### src/rtl/ring_freq_counter.sv
// ---------------------------------------------------------------------------
// ring_freq_counter
// Measurement end of the ring-oscillator interface. Enables the oscillator,
// synchronises F_ring into clk, and counts its rising edges over a gate window
// of g clk cycles to produce a frequency word (edges per window) for the ADPLL.
// Supports single-shot and continuous measurement.
//
// Ports
//   clk        reference clock, all logic on rising edge
//   rst_n      asynchronous active-low reset
//   F_ring     oscillator output, asynchronous to clk (must run below clk/2)
//   start      measurement request, sampled only in IDLE
//   cont       continuous mode, sampled in DONE
//   gate_len   window length in clk cycles (0 treated as 1), latched on accept
//   osc_en     ring oscillator enable
//   busy       high in every state except IDLE
//   freq_word  last completed edge count, holds until the next DONE
//   valid      one-cycle pulse in DONE
//   overflow   edge count of the current freq_word saturated
//
// State      | meaning
// -----------+---------------------------------------------------------------
// ST_IDLE    | oscillator off, waiting for start
// ST_ENABLE  | oscillator on, SETTLE cycles of start-up, edges ignored
// ST_MEASURE | counting synchronised rising edges for exactly g cycles
// ST_DONE    | publish result, then re-arm (cont) or return to IDLE
// ---------------------------------------------------------------------------
module ring_freq_counter #(
   parameter int CNT_W       = 16,
   parameter int GATE_W      = 8,
   parameter int SETTLE      = 4,
   parameter int SYNC_STAGES = 2
) (
   input  logic              clk,
   input  logic              rst_n,
   input  logic              F_ring,
   input  logic              start,
   input  logic              cont,
   input  logic [GATE_W-1:0] gate_len,
   output logic              osc_en,
   output logic              busy,
   output logic [CNT_W-1:0]  freq_word,
   output logic              valid,
   output logic              overflow
);

   typedef enum logic [1:0] {
      ST_IDLE    = 2'd0,
      ST_ENABLE  = 2'd1,
      ST_MEASURE = 2'd2,
      ST_DONE    = 2'd3
   } state_t;

   localparam int              SET_W     = $clog2(SETTLE + 1);
   localparam logic [SET_W-1:0] SETTLE_LD = SET_W'(SETTLE);

   state_t                 r_state;
   logic [SYNC_STAGES-1:0] r_sync;
   logic                   r_prev;
   logic [GATE_W-1:0]      r_gate;
   logic [GATE_W-1:0]      r_gate_cnt;
   logic [SET_W-1:0]       r_settle;
   logic [CNT_W-1:0]       r_count;
   logic                   r_ovf_int;
   logic                   r_osc_en;
   logic                   r_busy;
   logic                   r_valid;
   logic [CNT_W-1:0]       r_freq;
   logic                   r_overflow;

   logic                   w_edge;
   logic                   w_cnt_max;
   logic [CNT_W-1:0]       w_count_nxt;
   logic                   w_ovf_nxt;
   logic [GATE_W-1:0]      w_gate_ld;

   // Edge detection runs continuously; only MEASURE consumes it.
   always_ff @(posedge clk or negedge rst_n) begin
      if (!rst_n) begin
         r_sync <= '0;
         r_prev <= 1'b0;
      end else begin
         r_sync <= {r_sync[SYNC_STAGES-2:0], F_ring};
         r_prev <= r_sync[SYNC_STAGES-1];
      end
   end

   assign w_edge      = r_sync[SYNC_STAGES-1] & ~r_prev;
   assign w_gate_ld   = (gate_len == '0) ? GATE_W'(1) : gate_len;
   assign w_cnt_max   = (r_count == '1);
   // Saturating count; an increment attempt at full scale flags overflow.
   assign w_count_nxt = (w_edge && !w_cnt_max) ? r_count + CNT_W'(1) : r_count;
   assign w_ovf_nxt   = r_ovf_int | (w_edge & w_cnt_max);

   always_ff @(posedge clk or negedge rst_n) begin
      if (!rst_n) begin
         r_state    <= ST_IDLE;
         r_gate     <= '0;
         r_gate_cnt <= '0;
         r_settle   <= '0;
         r_count    <= '0;
         r_ovf_int  <= 1'b0;
         r_osc_en   <= 1'b0;
         r_busy     <= 1'b0;
         r_valid    <= 1'b0;
         r_freq     <= '0;
         r_overflow <= 1'b0;
      end else begin
         r_valid <= 1'b0;
         case (r_state)
            ST_IDLE: begin
               if (start) begin
                  r_state  <= ST_ENABLE;
                  r_gate   <= w_gate_ld;
                  r_settle <= SETTLE_LD;
                  r_osc_en <= 1'b1;
                  r_busy   <= 1'b1;
               end
            end
            ST_ENABLE: begin
               if (r_settle == SET_W'(1)) begin
                  r_state    <= ST_MEASURE;
                  r_gate_cnt <= r_gate;
                  r_count    <= '0;
                  r_ovf_int  <= 1'b0;
               end else begin
                  r_settle <= r_settle - SET_W'(1);
               end
            end
            ST_MEASURE: begin
               r_count   <= w_count_nxt;
               r_ovf_int <= w_ovf_nxt;
               // The final window cycle's edge is folded into the published result
               // so freq_word and valid appear together in DONE.
               if (r_gate_cnt == GATE_W'(1)) begin
                  r_state    <= ST_DONE;
                  r_valid    <= 1'b1;
                  r_freq     <= w_count_nxt;
                  r_overflow <= w_ovf_nxt;
               end else begin
                  r_gate_cnt <= r_gate_cnt - GATE_W'(1);
               end
            end
            ST_DONE: begin
               if (cont) begin
                  // Back-to-back windows: oscillator already running, no settle.
                  r_state    <= ST_MEASURE;
                  r_gate     <= w_gate_ld;
                  r_gate_cnt <= w_gate_ld;
                  r_count    <= '0;
                  r_ovf_int  <= 1'b0;
               end else begin
                  r_state  <= ST_IDLE;
                  r_osc_en <= 1'b0;
                  r_busy   <= 1'b0;
               end
            end
            default: begin
               r_state  <= ST_IDLE;
               r_osc_en <= 1'b0;
               r_busy   <= 1'b0;
            end
         endcase
      end
   end

   assign osc_en    = r_osc_en;
   assign busy      = r_busy;
   assign valid     = r_valid;
   assign freq_word = r_freq;
   assign overflow  = r_overflow;

endmodule

### config.mk
export PLATFORM = sky130hd
export DESIGN_NAME = ring_freq_counter
export DESIGN_NICKNAME = d
export VERILOG_FILES = /design/src/rtl/ring_freq_counter.sv
export SDC_FILE = /design/constraint.sdc
export NUM_CORES = 1
export LEC_CHECK = 0
export ABC_AREA = 1
export CAP_MARGIN = 15
export CORE_ASPECT_RATIO = 1.25
export CORE_MARGIN = 10
export CORE_UTILIZATION = 55
export CTS_BUF_LIST = sky130_fd_sc_hd__clkbuf_4
export CTS_CLUSTER_SIZE = 14
export DETAILED_ROUTE_END_ITERATION = 10
export GPL_TIMING_DRIVEN = 0
export PLACE_DENSITY = 0.75
export SKIP_CTS_REPAIR_TIMING = 1
export SLEW_MARGIN = 5
export SYNTH_ARGS = -nofsm -noshare
export SYNTH_HDL_FRONTEND = slang
export SYNTH_SLANG_ARGS = --single-unit
export TNS_END_PERCENT = 10
### constraint.sdc
create_clock -name clk -period 1.89 [get_ports clk]
set_input_delay 0.2835 -clock clk [delete_from_list [all_inputs] [get_ports clk]]
set_output_delay 0.2835 -clock clk [all_outputs]
set_load 0.02 [all_outputs]
==> reports/qor.txt <==
Post-Synthesis Cells -> 438
Initial Util -> 56.72%
synth top area cells -> dfrtp_1 46%, nand2_1 22%, inv_1 4.6%
clock-pin slew on the worst setup and hold paths -> 0.10 ns
Worst slew margin -> 50.47%
residual DRC count -> 0
part of the power in combinational logic -> 11.4%
Post-synth ARST share -> 100.0%
routed vias/inst -> 5.215
Layout Utilization -> 66.16%
die area -> 9467 µm²
Root Buffer -> clkbuf_4
IO buf count -> 32
final WL -> 7306 µm
Tot Pwr -> 2561 µW
switching share of power -> 27.54%
CP Class -> flip-flop to output pin
Pint -> 1855 µW
#FFs+latches synth -> 60
sequential power share -> 54.2%
final worst-path cycle share -> 94.31%
# Max-Cap Violations -> 0
nets@finish -> 500
pwr dens -> 669.7 nW/µm²
num rows -> 31
H-tree Lvls -> 3
Synth Net Count -> 456
number of diodes -> 0
Synth top cells by count -> 190 x nand2_1, 60 x dfrtp_1, 40 x inv_1
Clock Sinks -> 60
IO Count -> 33
largest net degree at the start of global routing -> 61
hpwl dp -> 5398 µm
Seq/Total Area, Yosys -> 45.80%
initial drt markers -> 107
top-count cell post-synth -> nand2_1
Worst-Margin Slew -> 0.7429 ns
Psw -> 705.2 µW
worst skew pair latency -> 0.41 ns
synthesized area per cell -> 7.484 µm²
Max Root-Sink Buffers -> 2
die width -> 89.05 µm
Core ar. -> 5779 µm²
initial antenna violation count -> 0
Netlist Area Pre-Place -> 3278 µm²
share of cells above drive strength 1 -> 11.09%
grt total ovfl -> 0
startpoint types -> flip-flop
Clk network pwr share -> 34.4%
CTS tree -> yes
GRT Overall Usage -> 16.50%
status -> finished, final reports clean
biggest area consumer among synthesized cells -> dfrtp_1
WP data arrival -> 1.50 ns
CP max FO -> 3
synth unique cells -> 38
VDD IR-drop max -> 0.4919 mV
ys flop type -> dfrtp_1
Min-Delay Path Class -> input pin to flip-flop
drt pass-1 iters -> 4
yosys warns -> 0
setup repair after global routing missed its margin -> false
ANT nets after route -> 0
fin crit period -> 1.783 ns
max-slew violations -> 0
post-DR wirelength/cell -> 13.21 µm
Synth top area share -> 45.80%
Final setup viols -> 0
design area -> 3824 µm²
vias in the first global route -> 2834
Vias -> 2884
Max Clock Skew -> 0.01017 ns
Synth-to-Final Area Change -> 16.64%
P_leak -> 0.001948 µW
crit end category -> output pin
GP Congestion -> 0.8586
Fmax -> 561.0 MHz
number of buffers created by CTS -> 9
dpl cell area -> 3679 µm²
setup TNS -> 0 ns
endpoints failing hold -> 0
fill count -> 514
hold_ws -> 0.3089 ns
global-route wire length before repair -> 12490 µm
CP Data Required Time -> 1.61 ns
Die Ht -> 106.3 µm
Post-synth EDFFs -> 0
-- final cells by class --
cell class,count,area (µm²),area share (%)
Timing Repair Buffer,33,327.8,8.573
Tap cell,66,82.58,2.160
Sequential cell,60,1504,39.33
Inverter,46,186.4,4.876
Multi-Input combinational cell,321,1511,39.53
Clock buffer,10,75.07,1.963
Buffer,11,81.33,2.127
Clock inverter,6,55.05,1.440
-- power groups by stage --
| stage | Sequential, µW | Combinational [µW] | Clock [µW] |
|---|---|---|---|
| detailed placement | 1410 | 288 | 0 |
| global route | 1400 | 334 | 958 |
| CTS | 1380 | 289 | 899 |
| finish | 1390 | 292 | 880 |
| global placement | 1410 | 282 | 0 |
| floorplan | 1400 | 199 | 0 |
-- per-stage QoR --
step	cells	worst slack, ns
floorplan	438	0.3490
global placement	536	-1.381
detailed placement	536	0.1025
CTS	552	0.07886
global route	553	0.01588
finish	553	0.1075
-- sequential cells by signal, indices dropped and copies added (netlist names) --
register    count
freq_word      16
r_count        16
r_gate          8
r_gate_cnt      8
r_settle        3
r_state         2
r_sync          2
busy            1
overflow        1
r_ovf_int       1
r_prev          1
valid           1
-- cells by family (layout without fill, tap and decap cells) --
| kind of cell | Yosys count | count (layout) | share of synthesized area (%) |
|---|---|---|---|
| AOI/OAI and AO/OA | 42 | 42 | 7.977 |
| xor gates and xnor gates | 3 | 3 | 0.8017 |
| adders and majority gates | 5 | 5 | 1.908 |
| buffers and inverters | 57 | 106 | 8.167 |
| DFF | 60 | 60 | 45.80 |
| muxes | 2 | 2 | 0.6870 |
| and+or+nand+nor | 269 | 269 | 34.66 |
-- cell usage in the layout, fill, tap and decap left out, types with 5 or more instances in the layout --
master / instances
nand2_1: 190
dfrtp_1: 58
inv_1: 40
clkdlybuf4s50_1: 31
nand3_1: 28
nor2_1: 27
o21ai_0: 16
clkbuf_4: 10
nand4_1: 6
nor2_2: 5
buf_2: 5
a21oi_1: 5
-- worst max-delay path, stage by stage (launching register included) --
cell	delay [ns]
dfrtp_1	0.38
buf_4	0.11
clkdlybuf4s50_1	0.59
-- layer usage --
metal / track usage (%) / wire length, µm / share of wire, %
met1: 18.97 / 3245 / 44
met2: 27.08 / 3612 / 49
met3: 3.209 / 267 / 3.7
met4: 10.59 / 180 / 2.5
met5: 0 / 0 / 0
-- path summary, 6_finish.rpt --
kind | cells after the start | slack (ns) | endpoint | start
max in group asynchronous | 2 | 0.88 | r_count[1] | rst_n
min reg2reg | 0 | 0.36 | r_sync[1] | r_sync[0]
min | 1 | 0.31 | r_sync[0] | F_ring
max reg2reg | 11 | 0.18 | freq_word[4] | r_count[0]
max | 2 | 0.11 | osc_en | busy
min in group asynchronous | 2 | 0.47 | freq_word[15] | rst_n
Power figures use the tool's default switching activity.
